$ cat src/rtl/muldiv_seq.sv
// Sequential RV32 M-extension unit: 32-step shift-add multiply and restoring divide.
// Divide-by-zero and signed overflow bypass the iterative datapath and finish in one cycle.
module muldiv_seq #(
   parameter int XLEN = 32
) (
   input  logic            clk,
   input  logic            reset,
   input  logic            start,
   input  logic [2:0]      funct3,
   input  logic [XLEN-1:0] op_a,
   input  logic [XLEN-1:0] op_b,
   input  logic            flush,
   output logic            busy,
   output logic            done,
   output logic [XLEN-1:0] result,
   output logic            stall
);

   typedef enum logic [1:0] {S_IDLE, S_CALC, S_FIX, S_DONE} state_t;

   state_t              r_state;
   state_t              w_state_next;
   logic [2:0]          r_funct3;
   logic                r_sign_a;
   logic                r_sign_b;
   logic [5:0]          r_count;
   logic [2*XLEN-1:0]   r_prod;
   logic [XLEN-1:0]     r_op;
   logic [XLEN-1:0]     r_result;

   logic                w_is_div;
   logic                w_div_signed;
   logic                w_sign_a;
   logic                w_sign_b;
   logic [XLEN-1:0]     w_mag_a;
   logic [XLEN-1:0]     w_mag_b;
   logic                w_div_zero;
   logic                w_div_ovf;
   logic                w_fast;
   logic [XLEN-1:0]     w_fast_result;
   logic [XLEN:0]       w_mul_sum;
   logic [2*XLEN-1:0]   w_mul_next;
   logic [XLEN:0]       w_part_rem;
   logic [XLEN:0]       w_div_diff;
   logic                w_div_ge;
   logic [2*XLEN-1:0]   w_div_next;
   logic [2*XLEN-1:0]   w_prod_signed;
   logic [XLEN-1:0]     w_quo;
   logic [XLEN-1:0]     w_rem;
   logic [XLEN-1:0]     w_fix_result;

   // Operand decode, evaluated only while IDLE accepts a request
   assign w_is_div     = funct3[2];
   assign w_div_signed = funct3[2] & ~funct3[0];
   assign w_sign_a     = op_a[XLEN-1] & ((funct3 == 3'b001) | (funct3 == 3'b010) | w_div_signed);
   assign w_sign_b     = op_b[XLEN-1] & ((funct3 == 3'b001) | w_div_signed);
   assign w_mag_a      = w_sign_a ? -op_a : op_a;
   assign w_mag_b      = w_sign_b ? -op_b : op_b;
   assign w_div_zero   = w_is_div & (op_b == '0);
   assign w_div_ovf    = w_div_signed & (op_a == {1'b1, {(XLEN-1){1'b0}}}) & (op_b == '1);
   assign w_fast       = w_div_zero | w_div_ovf;

   always_comb begin
      w_fast_result = '0;
      if (w_div_zero)
         w_fast_result = funct3[1] ? op_a : '1;
      else
         w_fast_result = funct3[1] ? '0 : {1'b1, {(XLEN-1){1'b0}}};
   end

   // Multiply: r_prod = {accumulator, multiplier}; r_op holds the multiplicand
   assign w_mul_sum  = {1'b0, r_prod[2*XLEN-1:XLEN]} + (r_prod[0] ? {1'b0, r_op} : '0);
   assign w_mul_next = {w_mul_sum, r_prod[XLEN-1:1]};

   // Divide: r_prod = {partial remainder, dividend/quotient}; r_op holds the divisor
   assign w_part_rem = r_prod[2*XLEN-1:XLEN-1];
   assign w_div_diff = w_part_rem - {1'b0, r_op};
   assign w_div_ge   = ~w_div_diff[XLEN];
   assign w_div_next = {(w_div_ge ? w_div_diff[XLEN-1:0] : w_part_rem[XLEN-1:0]),
                        r_prod[XLEN-2:0], w_div_ge};

   assign w_prod_signed = (r_sign_a ^ r_sign_b) ? -r_prod : r_prod;
   assign w_quo         = r_prod[XLEN-1:0];
   assign w_rem         = r_prod[2*XLEN-1:XLEN];

   always_comb begin
      w_fix_result = '0;
      if (!r_funct3[2])
         w_fix_result = (r_funct3 == 3'b000) ? w_prod_signed[XLEN-1:0]
                                             : w_prod_signed[2*XLEN-1:XLEN];
      else if (!r_funct3[1])
         w_fix_result = (r_sign_a ^ r_sign_b) ? -w_quo : w_quo;
      else
         w_fix_result = r_sign_a ? -w_rem : w_rem;
   end

   always_ff @(posedge clk) begin
      if (reset)
         r_state <= S_IDLE;
      else
         r_state <= w_state_next;
   end

   always_comb begin
      w_state_next = r_state;
      case (r_state)
         S_IDLE: if (start) w_state_next = w_fast ? S_DONE : S_CALC;
         S_CALC: if (r_count == 6'd31) w_state_next = S_FIX;
         S_FIX:  w_state_next = S_DONE;
         S_DONE: w_state_next = S_IDLE;
         default: w_state_next = S_IDLE;
      endcase
      if (flush && (r_state == S_CALC || r_state == S_FIX))
         w_state_next = S_IDLE;
   end

   always_comb begin
      busy  = (r_state == S_CALC) || (r_state == S_FIX);
      done  = (r_state == S_DONE);
      stall = ~reset & ((start & (r_state == S_IDLE)) | busy);
   end

   always_ff @(posedge clk) begin
      if (reset) begin
         r_funct3 <= '0;
         r_sign_a <= 1'b0;
         r_sign_b <= 1'b0;
         r_count  <= '0;
         r_prod   <= '0;
         r_op     <= '0;
         r_result <= '0;
      end else begin
         case (r_state)
            S_IDLE: if (start) begin
               r_funct3 <= funct3;
               r_sign_a <= w_sign_a;
               r_sign_b <= w_sign_b;
               r_count  <= '0;
               r_prod   <= {{XLEN{1'b0}}, (w_is_div ? w_mag_a : w_mag_b)};
               r_op     <= w_is_div ? w_mag_b : w_mag_a;
               if (w_fast) r_result <= w_fast_result;
            end
            S_CALC: begin
               r_prod  <= r_funct3[2] ? w_div_next : w_mul_next;
               r_count <= r_count + 6'd1;
            end
            S_FIX: if (!flush) r_result <= w_fix_result;
            default: ;
         endcase
      end
   end

   assign result = r_result;

endmodule

$ cat config.mk
export PLATFORM = sky130hd
export DESIGN_NAME = muldiv_seq
export DESIGN_NICKNAME = d
export VERILOG_FILES = /design/src/rtl/muldiv_seq.sv
export SDC_FILE = /design/constraint.sdc
export NUM_CORES = 1
export LEC_CHECK = 0
export CORE_MARGIN = 2
export CORE_UTILIZATION = 35
export DETAILED_ROUTE_END_ITERATION = 16
export PLACE_DENSITY = 0.51
export SYNTH_ARGS = -nofsm -noshare
export SYNTH_HDL_FRONTEND = slang
export SYNTH_SLANG_ARGS = --single-unit
$ cat constraint.sdc
create_clock -name clk -period 10.8 [get_ports clk]
set_clock_uncertainty 0.1 [all_clocks]
set_input_delay 3.24 -clock clk [delete_from_list [all_inputs] [get_ports clk]]
set_output_delay 3.24 -clock clk [all_outputs]
set_load 0.005 [all_outputs]
## After elaboration in Yosys (flattened, before gate mapping)

Cells that the tools add are included.

- Register bits after elaboration: 141
- Latch bits: 0
- Memory bits (writable): 0
- Bits in read-only memories: 0
- Output and inout port bits: 35
- Logic and storage cells: 85
- Memories kept: 0

- Add/subtract/negate cells: 8
- Multiply operators: 0
- Divide/modulo/power cells: 0
- Order comparisons: 0
- Equality and inequality tests: 12
- Shifts and indexed selects: 0
- Multiplexer cells: 28
- Bitwise gates (word level): 17
- Reductions and logical operators: 12

Operators with widths:

| kind | count |
|---|---|
| $mux W32 | 17 |
| $mux W64 | 3 |
| $neg A32 Y32 | 4 |
| $pmux W64 S2 | 1 |
| $eq A32 B32 Y1 const B | 2 |
| $neg A64 Y64 | 1 |
| $pmux W32 S2 | 1 |
| $add A32 B32 Y33 | 1 |
| $sub A33 B32 Y33 | 1 |
| $logic_not A32 Y1 | 1 |
| $pmux W6 S2 | 1 |
| $and A1 B1 Y1 | 8 |
| $ne A2 B2 Y1 const B | 4 |
| $pmux W2 S4 | 1 |
| $add A6 B1 Y6 const B | 1 |
| $eq A6 B5 Y1 const B | 1 |
| $mux W2 | 3 |
| $mux W6 | 1 |
| $reduce_and A2 Y1 | 3 |
| $or A1 B1 Y1 | 5 |
| $eq A2 B2 Y1 const B | 2 |
| $reduce_and A4 Y1 | 1 |
| $reduce_bool A2 Y1 | 2 |
| $eq A3 B1 Y1 const B | 1 |
| other kinds (9) | 11 |

## Longest topological paths before layout

- Depth in word-level cells: 8
- Mapped depth: 13
- Mapped depth without buffers: 13

## Worst setup path after synthesis

Ideal clock, no wire load.

- Kind: input port to output port
- From: input reset
- To: output stall
- Arrival: 4,126 ps
- Required time: 7,460 ps
- Path slack: 3,334 ps
- Stages on the path: 4
- Buffers on the path: 3
- Path through: clkbuf_1 -> clkbuf_1 -> clkbuf_1 -> nor2_1

- Word-level cells in the longest chain between the ends: 2

Ends and longest elaborated chain:

| item | RTL line | text |
|---|---|---|
| start, declared | 7 | `input logic reset,` |
| $not A1 Y1 | 120 | `stall = ~reset & ((start & (r_state == S_IDLE)) \| busy);` |
| $and A1 B1 Y1 | 120 |  |
| end, declared | 16 | `output logic stall` |

Every way passes these cells.

## Worst setup path in the final report

- From: input start
- To: output stall

- Word-level cells in the longest chain between the ends: 3

Ends and longest elaborated chain:

| item | RTL line | text |
|---|---|---|
| start, declared | 8 | `input logic start,` |
| $and A1 B1 Y1 | 120 |  |
| $or A1 B1 Y1 | 120 |  |
| $and A1 B1 Y1 | 120 |  |

Every way passes these cells.

==> impl_metrics.py <==
metrics = {
    "outcome": {
        "outcome": "finished, final reports clean",
    },
    "power": {
        "combPwrFrac_pct": 57.3,
        "p_per_area_mw_per_mm2": 199,
        "p_int_uw": 1670,
        "p_sw_share_pct": 50.3,
        "seq_power_share_pct": 25.2,
        "p_leak_uw": 0.00636,
        "p_clk_share_pct": 17.6,
        "p_switching_uw": 1690,
        "vdd_drop_max_v": 0.0000959,
    },
    "placement": {
        "place_area_mm2": 0.0163,
        "place_ws_ns": 2.50,
        "routabilityCongestion": 0.937,
        "port_buffers": 105,
        "dp_hpwl_mm": 49.4,
    },
    "worst_setup_path": {
        "worst-setup-path-type": "in2out",
        "critPathLaunchType": "input port",
        "crit_arrival_ns": 5.00,
        "end_kind": "output pin",
        "max_stage_delay_ns": 0.53,
        "worstRegToRegCells": 11,
        "cp_slowest_cell": "clkdlybuf4s50_1",
        "crit_family": "buffers and inverters",
        "critPathBufInv": 3,
        "cp_max_fo": 28,
        "r2r-end": "r_prod[61]",
        "crit_required_ns": 7.46,
        "r2r_start": "r_prod[38]",
        "cp_cell_sequence": "clkdlybuf4s50_1 -> and2_1 -> buf_4 -> nor2_1 -> nor2_1 -> clkdlybuf4s50_1",
        "rrSetupSlack_ns": 6.30,
    },
    "hold_path": {
        "hold_path_depth": 2,
        "min-delay-start": "r_op[29]",
        "hold_class": "reg2reg",
        "min_to": "r_op[29]",
    },
    "floorplanning": {
        "top_level_ports": 106,
        "die_w_um": 211,
        "core_mm2": 0.0420,
        "start_util_pct": 35.5,
        "rows": 75,
        "die_area_mm2": 0.0444,
        "die_h_um": 211,
    },
    "cts": {
        "post_cts_buffers": 0,
        "clockBufferDepth": 2,
        "htree_levels": 4,
        "postCtsHoldBufs": 0,
        "cts_buffers": 17,
        "cts_tree": "built",
        "clock-sinks": 141,
        "path_clk_slew_ns": 0.07,
        "clockRootBuffer": "clkbuf_16",
        "cts_resized": 0,
        "clk-insertion-delay-late_ns": 0.46,
    },
    "synthesis": {
        "synth_seq_area_share_pct": 18.9,
        "ys_warn_count": 0,
        "synth_top_area_share_pct": 18.9,
        "synth.area.top_cells": "dfxtp_1 (19%), nor2_1 (7.1%), ha_1 (6.2%), a21oi_1 (6.1%), xnor2_1 (5.9%)",
        "synth.distinct_cells": 73,
        "yosys.area.top_type": "dfxtp_1",
        "synth_edf_count": 0,
        "synthCells": 2140,
        "synthFlopType": "dfxtp_1",
        "ys_async_sr_fraction_pct": 0,
        "synth-seq-cells": 141,
        "netlist_area_mm2": 0.0149,
        "synth_area_per_cell_um2": 6.98,
        "synth_fp_nets": 2287,
    },
    "final_layout": {
        "diodes": 0,
        "syn_to_final_growth_pct": 13.0,
        "final_layout_size_suffix_gt1_share_pct": 5.17,
        "nNetsFinal": 2282,
        "final-seq-area_mm2": 0.00283,
        "finalCoreUtilization_pct": 40.2,
        "stdcell_area_mm2": 0.0169,
        "fillers": 4479,
        "multiInputGateArea_mm2": 0.0113,
    },
    "timing": {
        "slew_headroom_pct": 12.1,
        "setup-violations-final": 0,
        "fin_crit_sh_pct": 77.2,
        "tightest_slew_ns": 1.31,
        "grt_setup_unrepaired": "no",
        "finalMaxSlewViolations": 0,
        "fin_crit_ns": 8.34,
        "fin_ws_ns": 2.46,
        "whs_ns": 0.361,
        "fin_tns_setup_ns": 0,
        "clock.fmax_ghz": 0.120,
        "hold_viol_final": 0,
    },
    "run": {
        "max_cap_viol_count": 0,
    },
    "routing": {
        "via_per_inst": 6.17,
        "routedWlPerCell_um": 24.0,
        "first_pass_iters": 5,
        "drc": 0,
        "drtAntennaViolNets": 0,
        "drtIter0Drc": 1876,
        "drt_wl_total_mm": 64.6,
        "num_vias": 16600,
    },
    "global_routing": {
        "grt_max_degree": 65,
        "grt_antenna_before_repair": 1,
        "grt_overflow_total": 0,
        "grt_pass1_wl_mm": 95.4,
        "grt_pass1_vias": 15000,
        "grt.total_usage_pct": 28.4,
    },
}
[synthesized netlist by cell type (25+ instances only)]
cell      count
a211oi_1     90
a21o_1       32
a21oi_1     181
a31oi_1      37
clkbuf_1    138
dfxtp_1     141
ha_1         74
inv_1        75
mux2i_1      36
nand2_1     178
nand2b_1     36
nand3_1      33
nand4_1      25
nor2_1      281
nor3_1       56
o211ai_1     25
o21ai_0     159
o31ai_1      27
or3_1        25
xnor2_1     101
xor2_1       91
[flip-flops by register name (all words and copies together), names as in the netlist]
register,flops
r_sign_b,1
r_sign_a,1
r_funct3,3
r_state,2
result,32
r_count,6
r_prod,64
r_op,32
[through the flow]
| stage | power [uW] | std cells |
|---|---|---|
| global route | 3570 | 2687 |
| global placement | 2720 | 2655 |
| finish | 3370 | 2687 |
| detailed placement | 2740 | 2655 |
| CTS | 3340 | 2687 |
| floorplan | 2040 | 2140 |
[worst max-delay path by stage]
stage / from / endpoint / slack (ns) / cells past startpoint
2_1_floorplan: reset / stall / 3.33 / 4
3_3_place_gp: start / stall / 2.48 / 6
3_5_place_dp: start / stall / 2.50 / 6
4_1_cts: start / stall / 2.48 / 6
5_1_grt: start / stall / 2.40 / 6
6_report: start / stall / 2.46 / 6
[cell type report]
| type | count | area share [%] |
|---|---|---|
| tap | 539 | 3.99 |
| clock inverter | 15 | 0.874 |
| clock buffer | 17 | 2.52 |
| sequential | 141 | 16.7 |
| inverter | 78 | 1.73 |
| multi-input combinational | 1764 | 66.7 |
| timing repair buffer | 133 | 7.43 |
[power by group through the flow]
stage	Clock, uW	Combinational, uW	Sequential (uW)
floorplan	0	1270	769
global placement	0	1870	850
detailed placement	0	1890	853
CTS	600	1890	841
global route	619	2090	863
finish	591	1930	848
[worst min-delay path, stage by stage, from the launching register on]
cell     delay (ns)
dfxtp_1        0.32
nand2_1        0.05
a21oi_1        0.05
[cells by family after synthesis]
kind of cell             share of synthesized area [%]
XOR/XNOR                                          11.3
buffers and inverters                             5.99
flip-flops                                        18.9
AO/OA/AOI/OAI                                     30.0
adder cells (fa/ha/maj)                           6.47
multiplexers                                      4.15
AND/OR/NAND/NOR                                   23.2
[cell usage in the layout (no fill, tap or decap), drive strengths merged, types with 14 or more instances in the layout]
cell type | Yosys | layout
dfxtp | 141 | 141
nor3 | 57 | 57
mux2i | 36 | 36
inv | 75 | 83
ha | 74 | 74
a221oi | 14 | 14
buf | 19 | 30
a211oi | 90 | 90
o21ai | 161 | 161
a22oi | 16 | 16
nand2 | 178 | 178
clkdlybuf4s50 | 0 | 103
nand2b | 36 | 36
nand3 | 33 | 33
a21o | 32 | 32
a311oi | 15 | 15
nor4 | 24 | 24
clkbuf | 138 | 17
xor2 | 91 | 91
o211ai | 25 | 25
mux2 | 23 | 23
o31ai | 27 | 27
and2 | 16 | 16
nor2 | 281 | 281
nand4 | 25 | 25
a31oi | 37 | 37
a21oi | 181 | 181
or3 | 25 | 25
or4 | 20 | 20
xnor2 | 101 | 101
[routing by layer]
layer | track usage [%] | vias to the layer above | share of wire [%]
met4 | 10.9 | 0 | 3.4
met3 | 3.96 | 109 | 7.7
met5 | 0 | - | 0
met1 | 40.1 | 7947 | 46
li1 | - | 7772 | -
met2 | 43.5 | 747 | 43
(Power assumes the default switching activity.)
